File: src/rtl/axi_rd_arbiter.sv
// rtl/axi_rd_arbiter.sv - two-to-one AXI4 read-channel arbiter with burst length check
//
// Shares one AXI master read port (AR/R) between two requesters, S0 and S1.
// One burst is outstanding at a time; ties go to the port that did not own
// the previous burst. Each burst's beat count is checked against its ARLEN.
//
// Ports:
//   CLK, RSTN                 clock, asynchronous active-low reset
//   S0_AR*, S1_AR*            requester address channels (ARREADY driven here)
//   S0_R*, S1_R*              requester read data channels (routed from M_R*)
//   M_AR*                     registered address channel to the bus
//   M_R*                      read data channel from the bus (M_RREADY driven here)
//   GRANT                     owner of the current burst (0 = S0, 1 = S1)
//   BUSY                      a burst is in progress
//   LEN_ERR                   sticky: RLAST seen on the wrong beat

module axi_rd_arbiter #(
    parameter int C_ADDR_WIDTH = 32,
    parameter int C_DATA_WIDTH = 32
) (
    input  logic                    CLK,
    input  logic                    RSTN,

    input  logic [C_ADDR_WIDTH-1:0] S0_ARADDR,
    input  logic [7:0]              S0_ARLEN,
    input  logic                    S0_ARVALID,
    output logic                    S0_ARREADY,
    output logic [C_DATA_WIDTH-1:0] S0_RDATA,
    output logic [1:0]              S0_RRESP,
    output logic                    S0_RLAST,
    output logic                    S0_RVALID,
    input  logic                    S0_RREADY,

    input  logic [C_ADDR_WIDTH-1:0] S1_ARADDR,
    input  logic [7:0]              S1_ARLEN,
    input  logic                    S1_ARVALID,
    output logic                    S1_ARREADY,
    output logic [C_DATA_WIDTH-1:0] S1_RDATA,
    output logic [1:0]              S1_RRESP,
    output logic                    S1_RLAST,
    output logic                    S1_RVALID,
    input  logic                    S1_RREADY,

    output logic [C_ADDR_WIDTH-1:0] M_ARADDR,
    output logic [7:0]              M_ARLEN,
    output logic                    M_ARVALID,
    input  logic                    M_ARREADY,
    input  logic [C_DATA_WIDTH-1:0] M_RDATA,
    input  logic [1:0]              M_RRESP,
    input  logic                    M_RLAST,
    input  logic                    M_RVALID,
    output logic                    M_RREADY,

    output logic                    GRANT,
    output logic                    BUSY,
    output logic                    LEN_ERR
);

    typedef enum logic [1:0] {
        ST_IDLE,
        ST_ADDR,
        ST_DATA
    } state_t;

    state_t      state;
    state_t      state_nxt;
    logic        last_grant;
    logic [7:0]  beat_cnt;
    logic        req_any;
    logic        win;
    logic        rready_sel;
    logic        beat_acc;

    assign req_any = S0_ARVALID | S1_ARVALID;

    // A lone requester wins outright; on a tie the port that did not own
    // the previous burst wins.
    always_comb begin
        win = 1'b0;
        if (S0_ARVALID && !S1_ARVALID) begin
            win = 1'b0;
        end else if (S1_ARVALID && !S0_ARVALID) begin
            win = 1'b1;
        end else begin
            win = ~last_grant;
        end
    end

    assign rready_sel = GRANT ? S1_RREADY : S0_RREADY;
    assign beat_acc   = (state == ST_DATA) && M_RVALID && rready_sel;

    // Data, response and last pass straight through; only RVALID is steered,
    // so the non-granted port never sees a beat.
    assign S0_RDATA = M_RDATA;
    assign S0_RRESP = M_RRESP;
    assign S0_RLAST = M_RLAST;
    assign S1_RDATA = M_RDATA;
    assign S1_RRESP = M_RRESP;
    assign S1_RLAST = M_RLAST;

    assign BUSY = (state != ST_IDLE);

    always_ff @(posedge CLK or negedge RSTN) begin
        if (!RSTN) begin
            state <= ST_IDLE;
        end else begin
            state <= state_nxt;
        end
    end

    always_comb begin
        state_nxt  = state;
        S0_ARREADY = 1'b0;
        S1_ARREADY = 1'b0;
        S0_RVALID  = 1'b0;
        S1_RVALID  = 1'b0;
        M_RREADY   = 1'b0;
        case (state)
            ST_IDLE: begin
                if (req_any) begin
                    // Held low while in reset so no handshake is ever shown
                    // to a requester during reset.
                    S0_ARREADY = RSTN & ~win;
                    S1_ARREADY = RSTN & win;
                    state_nxt  = ST_ADDR;
                end
            end
            ST_ADDR: begin
                if (M_ARREADY) begin
                    state_nxt = ST_DATA;
                end
            end
            ST_DATA: begin
                M_RREADY  = rready_sel;
                S0_RVALID = M_RVALID & ~GRANT;
                S1_RVALID = M_RVALID & GRANT;
                if (beat_acc && M_RLAST) begin
                    state_nxt = ST_IDLE;
                end
            end
            default: begin
                state_nxt = ST_IDLE;
            end
        endcase
    end

    always_ff @(posedge CLK or negedge RSTN) begin
        if (!RSTN) begin
            M_ARADDR   <= '0;
            M_ARLEN    <= '0;
            M_ARVALID  <= 1'b0;
            GRANT      <= 1'b0;
            LEN_ERR    <= 1'b0;
            last_grant <= 1'b1;
            beat_cnt   <= '0;
        end else begin
            case (state)
                ST_IDLE: begin
                    if (req_any) begin
                        M_ARADDR  <= win ? S1_ARADDR : S0_ARADDR;
                        M_ARLEN   <= win ? S1_ARLEN : S0_ARLEN;
                        GRANT     <= win;
                        M_ARVALID <= 1'b1;
                        beat_cnt  <= '0;
                    end
                end
                ST_ADDR: begin
                    if (M_ARREADY) begin
                        M_ARVALID <= 1'b0;
                    end
                end
                ST_DATA: begin
                    if (beat_acc) begin
                        beat_cnt <= beat_cnt + 8'd1;
                        // RLAST must coincide exactly with the ARLEN-th beat;
                        // an early RLAST or a missing one both flag.
                        if (M_RLAST != (beat_cnt == M_ARLEN)) begin
                            LEN_ERR <= 1'b1;
                        end
                        if (M_RLAST) begin
                            last_grant <= GRANT;
                        end
                    end
                end
                default: begin
                end
            endcase
        end
    end

endmodule
File: config.mk
export PLATFORM = sky130hd
export DESIGN_NAME = axi_rd_arbiter
export DESIGN_NICKNAME = d
export VERILOG_FILES = /design/src/rtl/axi_rd_arbiter.sv
export SDC_FILE = /design/constraint.sdc
export NUM_CORES = 1
export LEC_CHECK = 0
export CAP_MARGIN = 25
export CORE_MARGIN = 8
export CORE_UTILIZATION = 34
export CTS_CLUSTER_DIAMETER = 150
export CTS_CLUSTER_SIZE = 28
export DETAILED_ROUTE_END_ITERATION = 8
export GPL_ROUTABILITY_DRIVEN = 0
export GPL_TIMING_DRIVEN = 0
export PLACE_DENSITY_LB_ADDON = 0.3
export SLEW_MARGIN = 20
export SYNTH_ARGS = -nofsm -noshare
export SYNTH_HDL_FRONTEND = slang
export SYNTH_SLANG_ARGS = --single-unit
File: constraint.sdc
create_clock -name CLK -period 2 [get_ports CLK]
set_clock_uncertainty 0.05 [all_clocks]
set_input_delay 0.2 -clock CLK [delete_from_list [all_inputs] [get_ports CLK]]
set_output_delay 0.2 -clock CLK [all_outputs]
set_load 0.05 [all_outputs]
==> summary.md <==
| Metric | Value |
|---|---|
| Post-route cell area | `5540 µm²` |
| Fin Hold WS | `-115 ps` |
| Placed cell area | `5400 µm²` |
| Post-synth ARST share | `100%` |
| PwrDens | `between 1000 and 1500 nW/µm²` |
| WL final | `~11000 µm` |
| I/O pins | `242` |
| Most area-consuming cells after synthesis | `dfrtp_1 42%, buf_4 18%, mux2i_1 13%, o21ai_0 7.5%, nand2_1 5.8%` |
| Worst Tran Pin Value | `691 ps` |
| # Max-Cap Violations | `0` |
| Crit-path max FO | `4` |
| Leakage | `2.48 nW` |
| Dpl hpwl | `9010 µm` |
| YS warnings | `0` |
| Gr ovfl total | `0` |
| Failing checks | `negative hold slack` |
| Internal reg-to-reg setup slack | `190 ps` |
| GR Util All Layers | `16.5%` |
| Most frequent cell after synthesis | `buf_4` |
| Avg Vias per Cell | `4.53` |
| Fin cells | `around 660` |
| Net Count, Synth | `459` |
| Largest net degree at the start of global routing | `57` |
| Placed cell count | `653` |
| Yosys top cell area share | `41.6%` |
| CTS Sinks | `54` |
| Nets@finish | `675` |
| DR pass1 iterations | `4` |
| WP data required | `1750 ps` |
| Die height | `roughly 110 µm` |
| CTS buffer count | `5` |
| Vias in the first global route | `3326` |
| Setup Slack @ Placement | `-653 ps` |
| H-tree depth | `2` |
| Later-pin clock latency in the skew report | `around 300 ps` |
| Status | `complete, but fails checks` |
| RSZ-0062 raised after global routing | `no` |
| Routed len/inst | `16.1 µm` |
| ANT nets after route | `0` |
| DR vias | `around 3000` |
| Final max-slew violation count | `0` |
| Initial Util | `approximately a third` |
| FILL cells | `807` |
| CTS tree | `built` |
| Sequential-to-total area share from yosys stat | `42.4%` |
| Clock buffer depth | `2` |
| # diodes | `0` |
| Top post-synthesis cells by count | `75 x buf_4, 53 x dfrtp_1, 49 x nand2_1` |
| EDFF count, synth | `0` |
| First-pass GRT wire length | `17100 µm` |
| Synthesized area | `approximately 3200 µm²` |
| Post-Syn Instances | `335` |
| Post-synth cell types | `33` |
| Tot Pwr | `approximately 7.2 mW` |
| Layout cells sized above 1 | `a little under a fifth` |
| Syn-to-layout area delta | `73.9%` |
| Crit end category | `primary output` |
| WS Path Type | `primary input to primary output` |
| Antenna violations before repair | `0` |
| Root buf cell | `clkbuf_8` |
| Max_slew headroom | `53.9%` |
| Top FF cell, synth | `dfrtp_1` |
| Remaining DRCs | `0` |
| Flops & latches, synth | `54` |
| Die width | `113 µm` |
| R2R Path End | `M_ARLEN[1]` |
| FF-to-FF path depth | `7` |
| CP arrival | `1660 ps` |
| Die ar. | `about 13000 µm²` |
| Final min period | `1910 ps` |
| Setup slack after layout | `88.3 ps` |
| Worst vdd ir | `slightly below 0.0007 V` |
| Initial DRC Count | `between 40 and 50` |
| F_max | `roughly 520 MHz` |
| IO buf count | `207` |
| Core Region | `9150 µm²` |
| Cell Rows | `35` |
| Final core occ | `60.5%` |
| Hold Crit Class | `primary input to asynchronous set/reset pin` |
| Mean post-synth cell area | `9.51 µm²` |
| Setup violators final | `0` |
| Setup_tns | `0 ps` |
| Launch point of the worst path | `M_RLAST` |
| Startpoint types | `primary input` |
| Final hold vios | `between 50 and 60` |
| Clk pin slew, worst setup/hold paths | `90 ps` |
| Final Cycle Share | `a little over nine tenths` |
| R2R Path Start | `last_grant` |
| Leading area contributor after synthesis | `dfrtp_1` |
-- registers in the layout, summed over array words and instances (netlist names) --
signal and flops:
M_ARADDR 32, M_ARLEN 8, beat_cnt 8, state 2
GRANT 1, LEN_ERR 1, M_ARVALID 1, last_grant 1
-- worst max-delay path: stages --
cell and delay (ps):
clkdlybuf4s50_1 540, buf_4 130, clkdlybuf4s50_1 790
-- worst max path at each step --
stage	endpoint	cells past startpoint
after floorplan	M_RREADY	2
after global placement	S0_ARREADY	3
after detailed placement	S0_ARREADY	7
after CTS	S1_ARREADY	6
after global routing	S0_ARREADY	6
final	S0_RLAST	3
-- repair_timing --
action,CTS,global route
resized for setup,17,12
setup buffers,0,2
endpoints found under the hold margin,53,53
setup endpoints to repair,5,4
pin swaps,0,0
-- layer usage --
layer,global-route usage [%],vias to the layer above,part of all wire (%)
li1,-,1481,-
met1,17.2,1399,37
met2,30.8,119,53
met3,6.50,5,9.9
met4,2.97,0,0.52
met5,0,-,0
-- layout by cell type (no fill, tap or decap), drive strengths merged, types with 5 or more instances in the layout --
cell,Yosys,layout
nor2,11,11
clkdlybuf4s50,0,200
buf,80,84
nand4,5,5
nand2,50,50
clkbuf,5,15
mux2i,41,41
xnor2,8,8
o21ai,49,49
dfrtp,53,53
-- power by group --
group          switching [mW]  leakage (nW)  internal, mW
Combinational            3.00          1.75          1.66
Sequential              0.321         0.673          1.56
Clock                   0.348        0.0575         0.350
Total                    3.67          2.48          3.57
-- area by class of cell --
type	count	area (µm²)	area share [%]
inverter	2	7.51	0.135
tap	111	139	2.51
clock buffer	8	110	1.99
sequential	54	1350	24.4
timing repair buffer	209	2080	37.6
multi-input combinational	194	1230	22.1
buffer	85	622	11.2
-- cell families (layout without fill, tap and decap cells) --
logic type                 Yosys count  count (layout)  synth area share [%]
AOI/OAI and AO/OA                   53              53                  8.40
xor gates and xnor gates            12              12                  3.30
adders and majority gates            1               1                 0.393
buffers and inverters               87             304                  19.3
DFF                                 54              54                  42.4
muxes                               43              43                  13.7
and+or+nand+nor                     85              85                  12.5
Note: power is estimated with default switching activity, not from simulation.
